**src/rtl/serial_frame_rx.sv**
```systemverilog
// Serial frame receiver: start bit, WIDTH data bits, optional even parity, stop bit.
// One bit per clock; presents each accepted word with a one-cycle valid strobe.
module serial_frame_rx #(
  parameter int WIDTH     = 8,
  parameter int PARITY_EN = 1,
  parameter int MSB_FIRST = 1
) (
  input  logic             clk,
  input  logic             rst,
  input  logic             serial_in,
  output logic [WIDTH-1:0] data_out,
  output logic             data_valid,
  output logic             parity_err,
  output logic             frame_err,
  output logic             busy
);

  localparam int CW = $clog2(WIDTH);

  typedef enum logic [2:0] {
    IDLE,
    DATA,
    PARITY,
    STOP,
    RESYNC
  } state_t;

  state_t           state_q, state_d;
  logic [CW-1:0]    cnt_q, cnt_d;
  logic [WIDTH-1:0] shreg_q, shreg_d;
  logic             par_q, par_d;
  logic [WIDTH-1:0] data_out_q, data_out_d;
  logic             data_valid_q, data_valid_d;
  logic             parity_err_q, parity_err_d;
  logic             frame_err_q, frame_err_d;

  always_ff @(posedge clk) begin
    if (rst) begin
      state_q      <= IDLE;
      cnt_q        <= '0;
      shreg_q      <= '0;
      par_q        <= 1'b0;
      data_out_q   <= '0;
      data_valid_q <= 1'b0;
      parity_err_q <= 1'b0;
      frame_err_q  <= 1'b0;
    end else begin
      state_q      <= state_d;
      cnt_q        <= cnt_d;
      shreg_q      <= shreg_d;
      par_q        <= par_d;
      data_out_q   <= data_out_d;
      data_valid_q <= data_valid_d;
      parity_err_q <= parity_err_d;
      frame_err_q  <= frame_err_d;
    end
  end

  always_comb begin
    state_d      = state_q;
    cnt_d        = cnt_q;
    shreg_d      = shreg_q;
    par_d        = par_q;
    data_out_d   = data_out_q;
    data_valid_d = 1'b0;
    parity_err_d = 1'b0;
    frame_err_d  = 1'b0;

    case (state_q)
      IDLE: begin
        if (serial_in) begin
          state_d = DATA;
          cnt_d   = '0;
        end
      end
      DATA: begin
        // The first received bit ends up at the MSB or LSB depending on shift direction.
        if (MSB_FIRST != 0) begin
          shreg_d = {shreg_q[WIDTH-2:0], serial_in};
        end else begin
          shreg_d = {serial_in, shreg_q[WIDTH-1:1]};
        end
        cnt_d = cnt_q + 1'b1;
        if (cnt_q == CW'(WIDTH - 1)) begin
          state_d = (PARITY_EN != 0) ? PARITY : STOP;
        end
      end
      PARITY: begin
        par_d   = serial_in;
        state_d = STOP;
      end
      STOP: begin
        if (serial_in) begin
          state_d     = RESYNC;
          frame_err_d = 1'b1;
        end else begin
          state_d      = IDLE;
          data_out_d   = shreg_q;
          data_valid_d = 1'b1;
          parity_err_d = (PARITY_EN != 0) && ((^shreg_q) != par_q);
        end
      end
      RESYNC: begin
        // A line stuck high must fall back to 0 before a new start can be seen.
        if (!serial_in) begin
          state_d = IDLE;
        end
      end
      default: begin
        state_d = IDLE;
      end
    endcase
  end

  assign data_out   = data_out_q;
  assign data_valid = data_valid_q;
  assign parity_err = parity_err_q;
  assign frame_err  = frame_err_q;
  assign busy       = (state_q != IDLE);

endmodule

```
**config.mk**
```make
export PLATFORM = sky130hd
export DESIGN_NAME = serial_frame_rx
export DESIGN_NICKNAME = d
export VERILOG_FILES = /design/src/rtl/serial_frame_rx.sv
export SDC_FILE = /design/constraint.sdc
export NUM_CORES = 1
export LEC_CHECK = 0
export ABC_AREA = 1
export ABC_CLOCK_PERIOD_IN_PS = 1200
export CAP_MARGIN = 10
export CORE_AREA = 2 2 54 56
export DETAILED_ROUTE_END_ITERATION = 10
export DIE_AREA = 0 0 56 58
export HOLD_SLACK_MARGIN = 0.1
export PLACE_DENSITY = 0.7
export SLEW_MARGIN = 10
export SYNTH_ARGS = -nofsm -noshare
export SYNTH_HDL_FRONTEND = slang
export SYNTH_SLANG_ARGS = --single-unit
```
**constraint.sdc**
```tcl
create_clock -name clk -period 1.2 [get_ports clk]
set_input_delay 0.18 -clock clk [delete_from_list [all_inputs] [get_ports clk]]
set_output_delay 0.18 -clock clk [all_outputs]
set_load 0.02 [all_outputs]
```
# --- Word level (Yosys, flattened, before mapping) ---
# Cells that the tools add are included.
word_totals:
  wordCells: 38
  in_bits: 3
  reg_bits: 26
  output_inout_bits: 12
classes:
  bitwise: 2
  n_reduce_logical: 9
  n_eq_ne: 9
  addsub: 1
  muxes: 9
op_table:
  columns: ["operator", "count"]
  rows:
  - ["3-bit 2-to-1 mux", 5]
  - ["3-bit case mux with 5 select lines", 1]
  - ["8-bit XOR reduction", 1]
  - ["3-bit by 2-bit equality test with 1-bit output, second input constant", 2]
  - ["3-bit equality test, second input constant", 2]
  - ["2-bit inequality test, second input constant", 3]
  - ["3-bit case mux with 2 select lines", 1]
  - ["2-bit AND reduction", 2]
  - ["3-bit by 1-bit adder with 3-bit output, second input constant", 1]
  - ["3-bit by 1-bit equality test with 1-bit output, second input constant", 1]
  - ["3-bit logical NOT", 1]
  - ["3-bit AND reduction", 1]
  - ["3-bit nonzero test", 1]
  - ["3-bit OR reduction", 1]
  - ["1-bit 2-to-1 mux", 2]
  - ["1-bit NOT", 2]
  - ["2-bit nonzero test", 1]
  - ["2-bit OR reduction", 1]
  - ["1-bit inequality test", 1]

# --- Logic depth before layout (Yosys ltp) ---
logic_depth:
  word_depth: 3
  ltp_mapped: 8
  depth_no_buf: 8

# --- Worst setup path after synthesis ---
# Ideal clock, no wire load.
synth_path:
  path_kind: "flip-flop to flip-flop"
  from: "register state_q[1]"
  to: "register shreg_q[5]"
  period_less_slack_ps: 1048
  required_time_ps: 1081
  path_stages_with_launch: 6
  n_path_buf: 1
  setup_ps: 119
  slack_ps: 152
  t_arrival_ps: 928
  path_cell_list: "dfxtp_1 > nor2_1 > nand2_2 > buf_4 > o21ai_0 > a21oi_1"
synth_between:
  elab_chain_len: 1
synth_lines:
  columns: ["element", "line_no", "source"]
  rows:
  - ["start, declared", "28", "state_t state_q, state_d;"]
  - ["start signal, assigned", "48", "state_q <= state_d;"]
  - ["3-bit by 1-bit equality test with 1-bit output", "69", "case (state_q)"]
  - ["end signal, assigned", "50", "shreg_q <= shreg_d;"]
  - ["end, declared", "30", "logic [WIDTH-1:0] shreg_q, shreg_d;"]
# Every way passes these cells.
# A chain may end at the register's enable or synchronous reset.

# --- Worst setup path after layout ---
layout_path:
  from: "register state_q[2]"
  to: "register data_out_q[5], in the netlist data_out[5]"
layout_between:
  elab_chain_len: 2
layout_lines:
  columns: ["element", "line_no", "source"]
  rows:
  - ["3-bit by 2-bit equality test with 1-bit output", "69", null]
  - ["2-bit AND reduction (no source line)", null, null]
  - ["end signal, assigned", "52", "data_out_q <= data_out_d;"]
  - ["end, declared", "32", "logic [WIDTH-1:0] data_out_q, data_out_d;"]
# Every way passes these cells.

==> results.yml <==
critical_path:
  crit_type: "reg -> reg"
  crit_arrival_ps: 1480
  cp_slowest_cell: "dfxtp_2"
  cp_cell_sequence: "buf_6 -> inv_4 -> nand3_4 -> nor2_4 -> clkbuf_16 -> o21ai_2 -> a21oi_1"
  crit_path_end_kind: "register"
  critPathMaxStageDelay_ps: 350
  required_ps: 1460
  crit_buf_inv: 3
  start_kind: "register"
  crit_fanout: 6
  critPathTopFamily: "buffers and inverters"
drt:
  totalWireLength_um: 2330
  num_vias: 1000
  drtIter0Drc: 25
  drc: 0
  detail_route.vias_per_cell: 4.98
  dr.pass1.iters: 4
  wl_per_cell_um: 11.6
  postRouteAntennaNets: 0
layout:
  area_growth_pct: 36.2
  final_nets: 176
  seq_area_um2: 526
  post_route_cells_drive_above_1_share_pct: 28.2
  filler_cell_count: 269
  antenna_cells: 0
  multi_input_area_um2: 534
  fin_util_pct: 56.1
worst_hold_path:
  hold_path_class: "reg -> reg"
yosys:
  postSynthCellCount: 139
  yosysWarnings: 0
  synth_edf_count: 0
  avgSynthCellArea_um2: 7.89
  synth.distinct_cells: 22
  async_reset_ff_share_pct: 0
  syn-cell-area_mm2: 0.00110
  ys_ff_latch: 26
  synth_area_leaders: "dfxtp_1 (47%), o21ai_0 (7.8%), a21oi_1 (7.3%)"
  ys_seq_area_share_pct: 47.5
  synth_ff_type: "dfxtp_1"
  synth_fp_nets: 144
  synth_top_area_share_pct: 47.5
  synth_top_area_cell: "dfxtp_1"
place:
  place.gp.congestion: 0.761
  port_buffers: 14
  dp.final_hpwl_um: 1670
  preCtsSetupSlack_ps: -133
run:
  maxCapViolCount: 0
die:
  core_area_mm2: 0.00266
  rows: 19
  die_x_um: 56
  die_y_um: 58
  dieArea_mm2: 0.00325
  initial_utilization_pct: 41.2
  ios: 15
power:
  ir_drop_v: 0.000962
  power_leakage_uw: 0.000649
  power_density_mw_per_mm2: 1320
  total_power_uw: 1970
clocking:
  worstSkewPairLatency_ps: 320
  htree_levels: 1
  cts-buffers-inserted: 3
  clockRootBuffer: "clkbuf_4"
  cts_tree: "done"
  cts_buffer_depth: 2
  cts.sinks: 26
  path_clk_slew_ps: 140
sta:
  setup_tns_ps: -24.7
  skew_ps: 8.63
  whs_ps: 441
  fin_crit_ps: 1210
  fmax_ghz: 0.825
  setup_ws_ps: -12.6
  slew_viol_final: 0
  setup_viol: 2
  max_slew_margin_pct: 76.9
  rsz0062_at_grt: "yes"
  hold_viol_final: 0
  tightest_slew_ps: 346
  period_share_pct: 101
outcome:
  violations: "negative setup slack"
  outcome: "finished with violations"
global_routing:
  antenna_found_initial: 0
  track_usage_pct: 14.3
  grt_max_degree: 20
  grt.overflow.total: 0
  grt_pass1_wl_um: 3640
  grt_use_met2_pct: 27.4
  grt_use_met1_pct: 15.0
  grt_pass1_vias: 923
  grt_use_met3_pct: 2.01
  top_usage_layer: "met2"
==> cells by family after synthesis <==
| kind of cell | after synthesis | synth area share (%) |
|---|---|---|
| buffers and inverters | 19 | 7.88 |
| flip-flops | 26 | 47.5 |
| AO/OA/AOI/OAI | 38 | 18.5 |
| XOR/XNOR | 5 | 4.00 |
| AND/OR/NAND/NOR | 49 | 19.9 |
| adder cells (fa/ha/maj) | 2 | 2.28 |
==> stage by stage <==
stage / instance area, um2 / cells
3_3_place_gp: 1360 / 193
4_1_cts: 1400 / 197
2_1_floorplan: 1100 / 139
3_5_place_dp: 1360 / 193
6_report: 1490 / 201
5_1_grt: 1490 / 201
==> metal layers <==
| metal | vias up | part of all wire, % |
|---|---|---|
| li1 | 518 | - |
| met1 | 468 | 40 |
| met2 | 10 | 56 |
| met3 | 4 | 2.0 |
| met4 | 0 | 1.6 |
| met5 | - | 0 |
==> timing repair <==
action,CTS,global route
cloned,0,2
setup buffers,0,2
hold buffers,0,0
endpoints found under the setup margin,13,24
pin swaps,0,4
resized for setup,20,39
==> layout make-up <==
class,instances,area share (%)
clock buffers,3,1.51
clock inverters,1,2.01
flip-flops and latches,26,35.2
repair inverters,1,0.503
inverters,16,4.53
multi-input cells,94,35.8
well taps,31,2.60
repair buffers,29,17.9
==> registers in the layout, summed over array words and instances, names as in the netlist <==
signal and cells:
cnt_q 3, frame_err 1, data_valid 1, parity_err 1, state_q 3, data_out 8
par_q 1, shreg_q 8
==> cells in the mapped netlist, types with 2 or more instances <==
| master | n |
|---|---|
| nand4_1 | 2 |
| nand2_1 | 18 |
| dfxtp_1 | 26 |
| o211ai_1 | 2 |
| nor2_1 | 21 |
| a21oi_1 | 16 |
| o21ai_2 | 2 |
| inv_2 | 3 |
| ha_1 | 2 |
| nor2_4 | 2 |
| inv_1 | 13 |
| xor2_1 | 2 |
| o21ai_0 | 17 |
| nand3_1 | 3 |
| xnor2_1 | 3 |
==> worst paths after layout <==
check                   from           to  slack [ps]  cells after the start
setup / recovery  state_q[2]  data_out[5]         -10                      7
hold / removal      cnt_q[0]     cnt_q[0]         440                      1
setup reg to reg  state_q[2]  data_out[5]         -10                      7
hold reg to reg     cnt_q[0]     cnt_q[0]         440                      1
==> power breakdown <==
part	internal [uW]	switching, uW
logic	182	224
registers	918	53.1
clock network	338	254
==> placed cells by master, fill, tap and decap left out, types with 2 or more instances in the layout <==
cell type | netlist | layout
xnor2_1 | 3 | 3
o211ai_1 | 2 | 2
nor2_1 | 21 | 20
a21oi_1 | 16 | 15
inv_4 | 0 | 3
dfxtp_1 | 26 | 22
o21ai_1 | 1 | 5
clkbuf_4 | 1 | 3
xor2_1 | 2 | 2
nand3_1 | 3 | 3
nand2_1 | 18 | 18
o21ai_0 | 17 | 9
inv_1 | 13 | 12
ha_1 | 2 | 2
nand4_1 | 2 | 2
o21ai_2 | 2 | 6
buf_12 | 0 | 2
dfxtp_2 | 0 | 4
buf_6 | 1 | 2
clkdlybuf4s15_1 | 0 | 4
clkdlybuf4s50_1 | 0 | 2
clkbuf_2 | 0 | 6
nor2_4 | 2 | 2
buf_4 | 1 | 10
Note: power is estimated with default switching activity, not from simulation.
